===== src/rtl/button_press_multi_pkg.sv =====
// Shared FSM encodings and hold-seconds field sizing for the multi-button front end.
package button_press_multi_pkg;
  typedef enum logic [1:0] {
    ST_IDLE  = 2'd0,
    ST_PRESS = 2'd1,
    ST_LONG  = 2'd2
  } btn_state_e;

  localparam int HOLD_SEC_W = 4;
  localparam logic [HOLD_SEC_W-1:0] HOLD_SEC_MAX = 4'd15;
endpackage


===== src/rtl/button_press_multi_channel.sv =====
// One button channel: 2-FF sync, tick-based debounce, short/long classifier, held-seconds counter.
module button_channel
  import button_press_multi_pkg::*;
#(
  parameter int DEBOUNCE_MS = 20,
  parameter int LONG_MS     = 3000,
  parameter int SEC_MS      = 1000
) (
  input  logic                  clk_in,
  input  logic                  rst_n,
  input  logic                  tick,
  input  logic                  button,
  output logic                  pressed,
  output logic                  short_pulse,
  output logic                  long_pulse,
  output logic                  long_held,
  output logic [HOLD_SEC_W-1:0] hold_sec
);
  localparam int DEB_W  = $clog2(DEBOUNCE_MS + 1);
  localparam int HOLD_W = $clog2(LONG_MS + 1);
  localparam int SEC_W  = $clog2(SEC_MS + 1);
  localparam logic [DEB_W-1:0]  DEB_LAST  = DEB_W'(DEBOUNCE_MS - 1);
  localparam logic [HOLD_W-1:0] HOLD_LAST = HOLD_W'(LONG_MS - 1);
  localparam logic [SEC_W-1:0]  SEC_LAST  = SEC_W'(SEC_MS - 1);

  logic              sync1, sync2;
  logic [DEB_W-1:0]  deb_cnt;
  logic [HOLD_W-1:0] hold_ms;
  logic [SEC_W-1:0]  sec_ms;
  btn_state_e        state, state_nx;
  logic              short_nx, long_nx;

  // Debounced level only follows the synced input after DEBOUNCE_MS consecutive disagreeing ticks.
  always_ff @(posedge clk_in) begin
    if (!rst_n) begin
      sync1   <= 1'b0;
      sync2   <= 1'b0;
      deb_cnt <= '0;
      pressed <= 1'b0;
    end else begin
      sync1 <= button;
      sync2 <= sync1;
      if (sync2 == pressed) begin
        deb_cnt <= '0;
      end else if (tick) begin
        if (deb_cnt == DEB_LAST) begin
          pressed <= sync2;
          deb_cnt <= '0;
        end else begin
          deb_cnt <= deb_cnt + 1'b1;
        end
      end
    end
  end

  // Release is checked first so a release coinciding with the long threshold reports short.
  always_comb begin
    state_nx = state;
    short_nx = 1'b0;
    long_nx  = 1'b0;
    case (state)
      ST_IDLE:  if (pressed) state_nx = ST_PRESS;
      ST_PRESS: begin
        if (!pressed) begin
          state_nx = ST_IDLE;
          short_nx = 1'b1;
        end else if (tick && hold_ms == HOLD_LAST) begin
          state_nx = ST_LONG;
          long_nx  = 1'b1;
        end
      end
      ST_LONG:  if (!pressed) state_nx = ST_IDLE;
      default:  state_nx = ST_IDLE;
    endcase
  end

  always_ff @(posedge clk_in) begin
    if (!rst_n) begin
      state       <= ST_IDLE;
      short_pulse <= 1'b0;
      long_pulse  <= 1'b0;
      hold_ms     <= '0;
      sec_ms      <= '0;
      hold_sec    <= '0;
    end else begin
      state       <= state_nx;
      short_pulse <= short_nx;
      long_pulse  <= long_nx;
      if (state == ST_IDLE) begin
        if (pressed) begin
          hold_ms  <= '0;
          sec_ms   <= '0;
          hold_sec <= '0;
        end
      end else if (pressed && tick) begin
        if (state == ST_PRESS) hold_ms <= hold_ms + 1'b1;
        if (sec_ms == SEC_LAST) begin
          sec_ms <= '0;
          if (hold_sec != HOLD_SEC_MAX) hold_sec <= hold_sec + 1'b1;
        end else begin
          sec_ms <= sec_ms + 1'b1;
        end
      end
    end
  end

  assign long_held = (state == ST_LONG);
endmodule


===== src/rtl/button_press_multi.sv =====
// N-channel push-button front end: shared 1 ms tick prescaler feeding one button_channel per input.
module button_press_multi
  import button_press_multi_pkg::*;
#(
  parameter int N_BTN       = 4,
  parameter int CLK_HZ      = 50_000_000,
  parameter int TICK_HZ     = 1000,
  parameter int DEBOUNCE_MS = 20,
  parameter int LONG_MS     = 3000,
  parameter int SEC_MS      = 1000
) (
  input  logic                          clk_in,
  input  logic                          rst_n,
  input  logic [N_BTN-1:0]              button,
  output logic [N_BTN-1:0]              pressed,
  output logic [N_BTN-1:0]              short_pulse,
  output logic [N_BTN-1:0]              long_pulse,
  output logic [N_BTN-1:0]              long_held,
  output logic [HOLD_SEC_W*N_BTN-1:0]   hold_sec
);
  localparam int DIV   = CLK_HZ / TICK_HZ;
  localparam int DIV_W = (DIV > 1) ? $clog2(DIV) : 1;
  localparam logic [DIV_W-1:0] DIV_LAST = DIV_W'(DIV - 1);

  logic [DIV_W-1:0] div_cnt;
  logic             tick;

  // With a ratio of 1 the counter stays at 0 and tick is asserted every cycle.
  assign tick = (div_cnt == DIV_LAST);

  always_ff @(posedge clk_in) begin
    if (!rst_n)    div_cnt <= '0;
    else if (tick) div_cnt <= '0;
    else           div_cnt <= div_cnt + 1'b1;
  end

  for (genvar i = 0; i < N_BTN; i++) begin : g_ch
    button_channel #(
      .DEBOUNCE_MS (DEBOUNCE_MS),
      .LONG_MS     (LONG_MS),
      .SEC_MS      (SEC_MS)
    ) u_ch (
      .clk_in      (clk_in),
      .rst_n       (rst_n),
      .tick        (tick),
      .button      (button[i]),
      .pressed     (pressed[i]),
      .short_pulse (short_pulse[i]),
      .long_pulse  (long_pulse[i]),
      .long_held   (long_held[i]),
      .hold_sec    (hold_sec[HOLD_SEC_W*i +: HOLD_SEC_W])
    );
  end
endmodule


===== config.mk =====
export PLATFORM = sky130hd
export DESIGN_NAME = button_press_multi
export DESIGN_NICKNAME = d
export VERILOG_FILES = /design/src/rtl/button_press_multi_pkg.sv /design/src/rtl/button_press_multi_channel.sv /design/src/rtl/button_press_multi.sv
export SDC_FILE = /design/constraint.sdc
export NUM_CORES = 1
export LEC_CHECK = 0
export ABC_CLOCK_PERIOD_IN_PS = 3030
export CAP_MARGIN = 20
export CORE_ASPECT_RATIO = 2
export CORE_UTILIZATION = 50
export DETAILED_ROUTE_END_ITERATION = 7
export PLACE_DENSITY_LB_ADDON = 0.15
export SLEW_MARGIN = 20
export SYNTH_ARGS = -nofsm -noshare
export SYNTH_HDL_FRONTEND = slang
export SYNTH_SLANG_ARGS = --single-unit

===== constraint.sdc =====
create_clock -name clk_in -period 3.03 [get_ports clk_in]
set_input_delay 0.4545 -clock clk_in [delete_from_list [all_inputs] [get_ports clk_in]]
set_output_delay 0.4545 -clock clk_in [all_outputs]
set_load 0.02 [all_outputs]

==> impl_metrics.env <==
export IMPL_status="finished, final reports clean"
export IMPL_start_util_pct=51.1
export IMPL_reg2reg_slack_ns=0.46
export IMPL_cts_sinks=168
export IMPL_yosysSeqAreaShare_pct=41.7
export IMPL_cts_buffer_depth=2
export IMPL_final_util_pct=58.3
export IMPL_finClkSkew_ns=0.0117
export IMPL_viasPerCell=5.74
export IMPL_drt_total_wl_mm=18.0
export IMPL_path_clk_slew_ns=0.07
export IMPL_grt_max_degree=39
export IMPL_grt_pass1_wl_mm=30.6
export IMPL_worstPathArrival_ns=2.89
export IMPL_port_buffers=37
export IMPL_dp_cells=1160
export IMPL_post_route_cell_area_mm2=0.00920
export IMPL_p_per_area_mw_per_mm2=495
export IMPL_postCtsHoldBufs=0
export IMPL_cts_resized=0
export IMPL_hold_ws_ns=0.432
export IMPL_syn_area_mm2=0.00806
export IMPL_drt_iter0_markers=227
export IMPL_required_ns=3.36
export IMPL_syn_to_final_growth_pct=14.2
export IMPL_synth_ff_type="dfxtp_1"
export IMPL_remaining_drc_errors=0
export IMPL_cpPeakStageDelay_ns=0.67
export IMPL_die_x_um=91.8
export IMPL_cts_buffers=17
export IMPL_syn_area_per_cell_um2=8.43
export IMPL_grt_usage_pct=22.8
export IMPL_wire_per_inst_um=15.1
export IMPL_core_area_mm2=0.0158
export IMPL_rows=65
export IMPL_io_pins=38
export IMPL_async_reset_ff_share_pct=0
export IMPL_fmax_ghz=0.390
export IMPL_setup_tns_ns=0
export IMPL_crit_type="register to register"
export IMPL_ys_seq_elements=168
export IMPL_drv_cap=0
export IMPL_netlist_cell_type_count=61
export IMPL_min_path_type="register to register"
export IMPL_yosysTopAreaCellShare_pct=41.7
export IMPL_antenna_found_initial=0
export IMPL_critical_path_top_delay_family="simple AND/OR/NAND/NOR gates"
export IMPL_root_buffer="clkbuf_16"
export IMPL_firstDrtPassIters=4
export IMPL_finalSetupViolations=0
export IMPL_yosys_warnings=0
export IMPL_place_gp_congestion=0.867
export IMPL_synth_edff_count=0
export IMPL_synthTopCellsByArea="dfxtp_1 (42%), nor2_1 (5.4%), xor2_1 (5.2%)"
export IMPL_antenna_cells=0
export IMPL_grt_overflow_total=0
export IMPL_slew_violations=0
export IMPL_final_nets=1001
export IMPL_path_cells="or4_1, nor4_4, buf_4, a21o_1, o22ai_1, a22o_1"
export IMPL_htreeDepth=4
export IMPL_syn_nets=979
export IMPL_critPathLaunchType="register"
export IMPL_crit_fanout=21
export IMPL_end_kind="register"
export IMPL_layout_drive_gt1_share_pct=6.77
export IMPL_layout_min_cycle_time_ns=2.57
export IMPL_rsz0062_at_grt="false"
export IMPL_final_cells=1191
export IMPL_postSynthCellCount=956
export IMPL_tightest_slew_ns=0.729
export IMPL_finalHoldViolCount=0
export IMPL_slew_headroom_pct=51.1
export IMPL_final_period_utilization_pct=84.7
export IMPL_ant_nets=0
export IMPL_die_h_um=182
export IMPL_cp_slowest_cell="or4_1"
export IMPL_grt_pass1_vias=6815
export IMPL_ir_worst_vdd_mv=0.463
export IMPL_clk_latency_ns=0.43
export IMPL_leakagePower_nw=3.24
export IMPL_post_dp_hpwl_mm=12.9
export IMPL_cts_setup_buffers=0
export IMPL_path_buf_inv=1
export IMPL_synth_top_area_cell="dfxtp_1"
export IMPL_vias=6838
export IMPL_placed_area_mm2=0.00859
export IMPL_cts_tree="done"
export IMPL_die_area_mm2=0.0167
[sequential cells by signal (all words and copies together) (netlist names)]
register	count
g_ch.u_ch.deb_cnt	20
g_ch.u_ch.sync1	4
g_ch.u_ch.long_pulse	4
g_ch.u_ch.state	8
g_ch.u_ch.short_pulse	4
g_ch.u_ch.hold_ms	48
g_ch.u_ch.sync2	4
g_ch.u_ch.sec_ms	40
div_cnt	16
g_ch.u_ch.hold_sec	16
g_ch.u_ch.pressed	4
[cell usage after synthesis, types with 3 or more instances]
master and count:
o21ai_0 33, o41ai_1 5, a21oi_1 48, or4_1 6, inv_1 12, and3_1 26, or3_1 6, buf_4 17
nand4b_1 8, dfxtp_1 168, xnor2_1 32, o211ai_1 7, o32ai_1 5, a41oi_1 4, nor2b_1 21, nor4_1 17
nor4bb_1 3, nand2b_1 7, nor3b_1 6, nand3_1 63, a31oi_1 6, or2_2 5, and4b_1 4, nand2_1 92
ha_1 17, mux2i_1 7, o211a_1 3, nor3_1 24, a211oi_1 4, clkbuf_1 30, nor2_1 117, nand3b_1 6
o21ai_1 5, nand4_1 28, nor4b_1 3, and2_1 14, and4_1 7, o22ai_1 5, xor2_1 48, buf_2 6
a32o_1 3
[worst register-to-register path, cell delays in order (launching register included)]
cell and delay (ns):
dfxtp_1 0.34, or4_1 0.67, nor4_4 0.45, buf_4 0.33, a21o_1 0.35, o22ai_1 0.14, a22o_1 0.19
[stage by stage]
step / setup WS, ns / power (mW)
CTS: 0.452 / 4.61
finish: 0.464 / 4.56
floorplan: 0.780 / 2.31
detailed placement: 0.449 / 2.35
global route: 0.340 / 4.71
global placement: 0.532 / 2.35
[cell families (layout without fill, tap and decap cells)]
family	count (synthesis)	count (layout)	share of synthesized area (%)
buffers and inverters	67	101	4.00
XOR/XNOR	80	80	8.69
AND/OR/NAND/NOR	468	468	30.1
flip-flops	168	168	41.7
multiplexers	8	8	1.01
AO/OA/AOI/OAI	148	148	11.9
adder cells (fa/ha/maj)	17	17	2.64
[placed cells by master, fill, tap and decap left out, types with 24 or more instances in the layout]
cell	synthesis	final
o21ai_0	33	33
nor2_1	117	117
xor2_1	48	48
xnor2_1	32	32
nand2_1	92	92
nand4_1	28	28
dfxtp_1	168	168
nand3_1	63	63
a21oi_1	48	48
and3_1	26	26
nor3_1	24	24
clkdlybuf4s50_1	0	36
[layout make-up]
class	instances	area [um2]
fill	1514	6570
multi-input combinational	721	4380
sequential	168	3360
timing repair buffer	58	548
clock buffer	21	470
tap	201	251
clock inverter	10	144
inverter	12	45.0
[metal layers]
metal | global-route usage (%) | wire, um
met1 | 22.8 | 7230
met2 | 44.4 | 9980
met3 | 4.48 | 472
met4 | 9.81 | 301
met5 | 0 | 0
[worst paths after layout]
path / endpoint / startpoint / cells after the start
worst max register to register: g_ch[0].u_ch.sec_ms[7] / div_cnt[11] / 6
worst min-delay path: g_ch[0].u_ch.sync2 / g_ch[0].u_ch.sync1 / 1
worst max-delay path: g_ch[0].u_ch.sec_ms[7] / div_cnt[11] / 6
worst min register to register: g_ch[0].u_ch.sync2 / g_ch[0].u_ch.sync1 / 1
[power breakdown]
part	internal, mW	leakage, nW	switching, mW
clock	1.36	0.292	0.900
sequential	2.22	1.35	0.00495
combinational	0.0218	1.59	0.0515
(Power assumes the default switching activity.)
